<file path="config.mk">
export PLATFORM = sky130hd
export DESIGN_NAME = ram_dp
export DESIGN_NICKNAME = d
export VERILOG_FILES = /design/src/rtl/ram_dp.sv
export SDC_FILE = /design/constraint.sdc
export NUM_CORES = 2
export LEC_CHECK = 0
export ABC_CLOCK_PERIOD_IN_PS = 11820
export BUFFER_PORTS_ARGS = -buffer_cell sky130_fd_sc_hd__buf_4
export CAP_MARGIN = 30
export CORE_ASPECT_RATIO = 0.8
export CORE_MARGIN = 3
export CORE_UTILIZATION = 38
export CTS_BUF_LIST = sky130_fd_sc_hd__clkbuf_4 sky130_fd_sc_hd__clkbuf_8 sky130_fd_sc_hd__clkbuf_16
export DETAILED_ROUTE_END_ITERATION = 12
export PLACE_DENSITY_LB_ADDON = 0.12
export SETUP_SLACK_MARGIN = 0.1
export SYNTH_ARGS = -nofsm -noshare
export SYNTH_HDL_FRONTEND = slang
export SYNTH_SLANG_ARGS = --single-unit
</file>
<file path="constraint.sdc">
create_clock -name clk -period 11.82 [get_ports clk]
set_input_delay 1.773 -clock clk [delete_from_list [all_inputs] [get_ports clk]]
set_output_delay 1.773 -clock clk [all_outputs]
set_load 0.05 [all_outputs]
</file>
<file path="src/rtl/ram_dp.sv">
// Simple dual-port RAM with byte enables, a power-up clear sequence,
// selectable read-during-write behaviour and an optional output register.
module ram_dp #(
  parameter int DATA_WIDTH = 8,
  parameter int ADDR_WIDTH = 8,
  parameter int DEPTH      = 256,
  parameter int RDW_NEW    = 0,
  parameter int OUT_REG    = 0
) (
  input  logic                    clk,
  input  logic                    rst,
  input  logic                    wr_en,
  input  logic [ADDR_WIDTH-1:0]   wr_addr,
  input  logic [DATA_WIDTH-1:0]   wr_data,
  input  logic [DATA_WIDTH/8-1:0] wr_be,
  input  logic                    rd_en,
  input  logic [ADDR_WIDTH-1:0]   rd_addr,
  output logic [DATA_WIDTH-1:0]   rd_data,
  output logic                    rd_valid,
  output logic                    init_busy
);

  localparam int NB = DATA_WIDTH / 8;
  localparam int IDX_W = (DEPTH > 1) ? $clog2(DEPTH) : 1;
  localparam logic [ADDR_WIDTH:0] DEPTH_L = (ADDR_WIDTH + 1)'(DEPTH);
  localparam logic [ADDR_WIDTH-1:0] LAST_ADDR = ADDR_WIDTH'(DEPTH - 1);

  typedef enum logic {CLEAR, READY} state_t;

  state_t state, state_next;
  logic [ADDR_WIDTH-1:0] clr_cnt, clr_cnt_next;
  logic [DATA_WIDTH-1:0] mem [DEPTH];

  logic ready;
  logic wr_in_range, rd_in_range;
  logic wr_fire, rd_accept;
  logic [IDX_W-1:0] wr_idx, rd_idx, clr_idx;
  logic [DATA_WIDTH-1:0] rd_word;
  logic [DATA_WIDTH-1:0] s1_data;
  logic s1_valid;

  always_ff @(posedge clk or posedge rst) begin
    if (rst) begin
      state   <= CLEAR;
      clr_cnt <= '0;
    end else begin
      state   <= state_next;
      clr_cnt <= clr_cnt_next;
    end
  end

  always_comb begin
    state_next   = state;
    clr_cnt_next = clr_cnt;
    if (state == CLEAR) begin
      if (clr_cnt == LAST_ADDR) state_next = READY;
      else clr_cnt_next = clr_cnt + 1'b1;
    end
  end

  assign ready       = (state == READY);
  assign init_busy   = (state == CLEAR);
  assign wr_in_range = ({1'b0, wr_addr} < DEPTH_L);
  assign rd_in_range = ({1'b0, rd_addr} < DEPTH_L);
  assign wr_idx      = wr_addr[IDX_W-1:0];
  assign rd_idx      = rd_addr[IDX_W-1:0];
  assign clr_idx     = clr_cnt[IDX_W-1:0];
  assign wr_fire     = ready && wr_en && wr_in_range;
  assign rd_accept   = ready && rd_en;

  // Storage has no reset; it is zeroed only by walking the clear counter.
  always_ff @(posedge clk) begin
    if (!rst && !ready) begin
      mem[clr_idx] <= '0;
    end else if (wr_fire) begin
      for (int i = 0; i < NB; i++) begin
        if (wr_be[i]) mem[wr_idx][8*i +: 8] <= wr_data[8*i +: 8];
      end
    end
  end

  always_comb begin
    rd_word = '0;
    if (rd_in_range) begin
      rd_word = mem[rd_idx];
      if (RDW_NEW != 0 && wr_fire && wr_addr == rd_addr) begin
        for (int i = 0; i < NB; i++) begin
          if (wr_be[i]) rd_word[8*i +: 8] = wr_data[8*i +: 8];
        end
      end
    end
  end

  always_ff @(posedge clk or posedge rst) begin
    if (rst) begin
      s1_valid <= 1'b0;
      s1_data  <= '0;
    end else begin
      s1_valid <= rd_accept;
      if (rd_accept) s1_data <= rd_word;
    end
  end

  generate
    if (OUT_REG != 0) begin : g_out_reg
      logic [DATA_WIDTH-1:0] s2_data;
      logic s2_valid;

      always_ff @(posedge clk or posedge rst) begin
        if (rst) begin
          s2_valid <= 1'b0;
          s2_data  <= '0;
        end else begin
          s2_valid <= s1_valid;
          if (s1_valid) s2_data <= s1_data;
        end
      end

      assign rd_data  = s2_data;
      assign rd_valid = s2_valid;
    end else begin : g_no_out_reg
      assign rd_data  = s1_data;
      assign rd_valid = s1_valid;
    end
  endgenerate

endmodule

</file>
Word level (Yosys, flattened, before mapping)
Memories as Yosys holds them, arrays and structs flattened. A register that Yosys moved wholly into a read port is not among the register bits.
Cells that the tools add are included.
{"block": "word_totals", "mem_count": 1, "ram_bits": 2048, "ff_bits": 10, "out_inout_bits": 10, "wordCells": 26, "inputBits": 29}
{"block": "classes", "mux": 11, "addsub": 1, "n_reduce_logical": 7, "n_eq_ne": 1, "n_bitwise": 2}
{"memory": "mem", "depth": 256, "word_bits": 8, "read_ports": 1, "rd_clocked_by_memory_dff": 1, "wr": 1, "line_no": "32", "rtl": "logic [DATA_WIDTH-1:0] mem [DEPTH];"}
{"op": "8-bit 2-to-1 mux", "count": 2}
{"op": "1-bit 2-to-1 mux", "count": 9}
{"op": "8-bit by 1-bit adder with 8-bit output, second input constant", "count": 1}
{"op": "8-bit == test, second input constant", "count": 1}
{"op": "8-bit OR reduction", "count": 1}
{"op": "1-bit logical AND", "count": 3}
{"op": "1-bit zero test", "count": 2}
{"op": "1-bit NOT", "count": 2}
{"op": "2-bit AND reduction", "count": 1}

Logic depth before layout (Yosys ltp)
{"block": "depth", "ltp_word": 6, "ltp_mapped": 13}

Worst setup path after synthesis
OpenSTA, ideal clock, no wires.
{"block": "synth_timing", "kind": "input to register", "from": "input port wr_be", "to": "memory mem[0][0], data pin", "arrival_ps": 5693, "slack_ps": 5257, "cell_stages": 4, "cell_sequence": "and3_1 > clkbuf_1 > clkbuf_1 > and2_1"}
{"block": "synth_between", "elab_chain_len": 6}
{"item": "start: declaration", "line_no": "15", "rtl": "input logic [DATA_WIDTH/8-1:0] wr_be,"}
{"item": "1-bit 2-to-1 mux", "line_no": "77", "rtl": "if (wr_be[i]) mem[wr_idx][8*i +: 8] <= wr_data[8*i +: 8];"}
{"item": "1-bit 2-to-1 mux", "line_no": "75", "rtl": "end else if (wr_fire) begin"}
{"item": "1-bit 2-to-1 mux", "line_no": "73", "rtl": "if (!rst && !ready) begin"}
{"item": "1-bit 2-to-1 mux (implied by the code)", "line_no": "77"}
{"item": "8-bit OR reduction (no source line)"}
{"item": "8-bit 2-to-1 mux (no source line)"}
{"item": "end: declaration", "line_no": "32"}
Every way passes these cells.

==> impl_metrics.toml <==
[outcome]
status = "complete, no violations"

[worst_setup_path]
timing.rr.start = "ready$_DFF_PP0_"
worstSetupStartpointType = "primary input"
cp_max_fo = 101
crit_type = "primary input to flop"
cp-endpoint = "rd_data[2]$_DFFE_PP0P_"
cp_data_required_time_ps = 12570
cp.arrival_ps = 6300
slowest_delay_ps = 830
ff2ff_setup_slack_ps = 7670
crit_family = "buffers and inverters"
path_depth = 10
r2r_end = "mem[203][7]$_DFFE_PP_"
slowest_stage = "buf_4"
rr_worst_depth = 6
path_cells = "buf_8 > buf_12 > buf_4 > mux2i_1 > o221ai_1 > a21oi_1 > a221oi_1 > o21ai_1 > nor3_1 > a211o_1"
end_kind = "flop"
crit_start = "rd_addr[0]"
crit_buf_inv = 3

[routing]
via_per_inst = 5.67
drtPass1Iterations = 7
wl_per_cell_um = 31.4
wl_met3_um = 15300
m1WireLength_um = 106000
wl_met2_um = 97700
ant_nets = 0
drtIter0Drc = 4647
wl_um = 224000
drc = 0
top_layer = "met5"
num_vias = 40500

[global_routing]
antenna_found_initial = 14
grt_max_degree = 114
grt_pass1_vias = 40200
track_usage_pct = 20.5
grt-ovfl-total = 0
grt_first_pass_wirelength_um = 318000

[timing]
drv_slew = 0
worst_pin_slew_ps = 1040
fin_skew_ps = 25.7
fmax_mhz = 180
fin_crit_sh_pct = 47.0
fin_tns_setup_ps = 0
grt_setup_unrepaired = "false"
finalSetupViolations = 0
hold_violations = 0
slew_headroom_pct = 29.0
min_period_ps = 5550

[floorplan]
dieHeight_um = 419
row_count = 150
ios = 39
die_w_um = 522
coreArea_um2 = 210000
dieArea_um2 = 218000
start_util_pct = 38.5

[cts]
clock_latency_ps = 820
clock-sinks = 2066
ctsHoldBuffers = 0
cts_tree = "yes"
root_buffer = "clkbuf_16"
cts_setup_buffers = 0
post_cts_resized = 0
cts_buffers = 208
htree_levels = 4
path_clk_slew_ps = 60
cts_buffer_depth = 3

[layout]
post_route_cells_drive_above_1_share_pct = 20.3
instances_no_fill = 7137
finish.utilization_pct = 43.3
multiInputGateArea_um2 = 17300
ff_latch_area_um2 = 61900
final_common_cell = "edfxtp_1"
final_cell_mix = "edfxtp_1 (2048), mux4_2 (345), mux2i_1 (303), nor2_1 (291), clkbuf_16 (212)"
filler_cell_count = 18200
fin_nets = 4183
areaGrowthSynthToFinish_pct = 12.6

[synthesis]
synth_top_area_share_pct = 76.1
yosys_warnings = 0
ys_ff_latch = 2066
avgSynthCellArea_um2 = 20.2
synth_edf_count = 2048
synthArstFlopShare_pct = 0.871
syn-instance-count = 4006
yosys.area.top_type = "edfxtp_1"
seq_area_frac_synth_pct = 76.6
yosys-top-cells-area = "edfxtp_1 (76%), mux4_2 (9.6%), mux2i_1 (3.8%)"
synth_cell_types = 67
synth.net_count = 4036
synth_area_um2 = 80800
synth_top_flop_cell = "edfxtp_1"

[pwr]
power_density_nw_per_um2 = 162
leakagePower_nw = 23.9
vdd_drop_max_uv = 157

[min_path]
whs_path_depth = 1
hold_path_class = "flop to flop"

[placement]
io_buffers = 38
dpl.hpwl_um = 138000
place_congestion = 0.851
dp_cells = 6738

[run]
cap_violations = 0
synth_stat cells, drive strengths merged, types with 6 or more instances:
| master | count |
|---|---|
| a2111oi | 10 |
| a211o | 6 |
| a211oi | 48 |
| a21boi | 11 |
| a21oi | 47 |
| a221oi | 7 |
| a22o | 7 |
| a22oi | 64 |
| a31oi | 11 |
| and2 | 12 |
| buf | 140 |
| clkbuf | 97 |
| dfrtp | 18 |
| edfxtp | 2048 |
| mux2i | 303 |
| mux4 | 376 |
| nand2 | 129 |
| nand3 | 47 |
| nand3b | 20 |
| nand4 | 7 |
| nor2 | 292 |
| nor3 | 25 |
| o211ai | 7 |
| o21ai | 38 |
| o221ai | 54 |
| o22ai | 112 |
| o31ai | 6 |
| or3 | 6 |
worst reg2reg max path, cell delays in order, from the launching register on:
cell and delay (ps):
dfrtp_1 870, nand3_1 570, or3_1 480, o31ai_1 120
buf_4 240, nand3_1 550, nor2_1 940
registers in the layout (all words and copies together), names as in the netlist:
name and cells:
ready 1, clr_cnt 8, mem 2048, rd_data 8
rd_valid 1
stage by stage:
step / cell area (um2) / hold slack (ps) / power, mW / setup slack (ps)
2_1_floorplan: 80800 / 500 / 8.35 / 5260
3_3_place_gp: 83900 / 530 / 8.48 / 5260
3_5_place_dp: 84200 / 539 / 8.49 / 5460
4_1_cts: 90700 / 547 / 14.9 / 6350
5_1_grt: 91000 / 578 / 15.2 / 6130
6_report: 91000 / 548 / 14.7 / 6270
routing by layer:
layer | track usage, % | vias to the layer above
li1 | - | 16900
met1 | 32.3 | 21900
met2 | 29.4 | 1354
met3 | 3.84 | 267
met4 | 4.47 | 2
met5 | 0 | -
area by class of cell:
type | instances | share of cell area (%)
flip-flops and latches | 2066 | 68.1
clock buffers | 253 | 6.17
well taps | 2812 | 3.87
inverters | 5 | 0.0234
diodes | 2 | 0.00550
repair buffers | 174 | 1.78
clock inverters | 127 | 1.03
multi-input cells | 1698 | 19.1
power breakdown:
part	total [mW]	internal, mW	leakage (nW)	switching [mW]
clock network	6.39	3.59	3.29	2.80
logic	0.400	0.133	6.16	0.267
registers	7.93	7.93	14.5	0.000146
cell families (layout without fill, tap and decap cells):
kind of cell / after synthesis / count (layout) / synth area share [%]
multiplexers: 680 / 680 / 14.4
AO/OA/AOI/OAI: 441 / 441 / 3.84
flip-flops: 2066 / 2066 / 76.6
buffers and inverters: 242 / 559 / 1.98
other: 0 / 2 / 0
AND/OR/NAND/NOR: 569 / 569 / 3.06
XOR/XNOR: 7 / 7 / 0.0759
adder cells (fa/ha/maj): 1 / 1 / 0.0155
worst min path at each step:
| stage | startpoint | end |
|---|---|---|
| after global placement | clr_cnt[3]$_DFFE_PP0P_ | clr_cnt[3]$_DFFE_PP0P_ |
| after detailed placement | clr_cnt[3]$_DFFE_PP0P_ | clr_cnt[3]$_DFFE_PP0P_ |
| after CTS | clr_cnt[3]$_DFFE_PP0P_ | clr_cnt[3]$_DFFE_PP0P_ |
| after floorplan | clr_cnt[3]$_DFFE_PP0P_ | clr_cnt[3]$_DFFE_PP0P_ |
| after global routing | rd_data[7]$_DFFE_PP0P_ | rd_data[7]$_DFFE_PP0P_ |
| final | clr_cnt[3]$_DFFE_PP0P_ | clr_cnt[3]$_DFFE_PP0P_ |
Note: power is estimated with default switching activity, not from simulation.
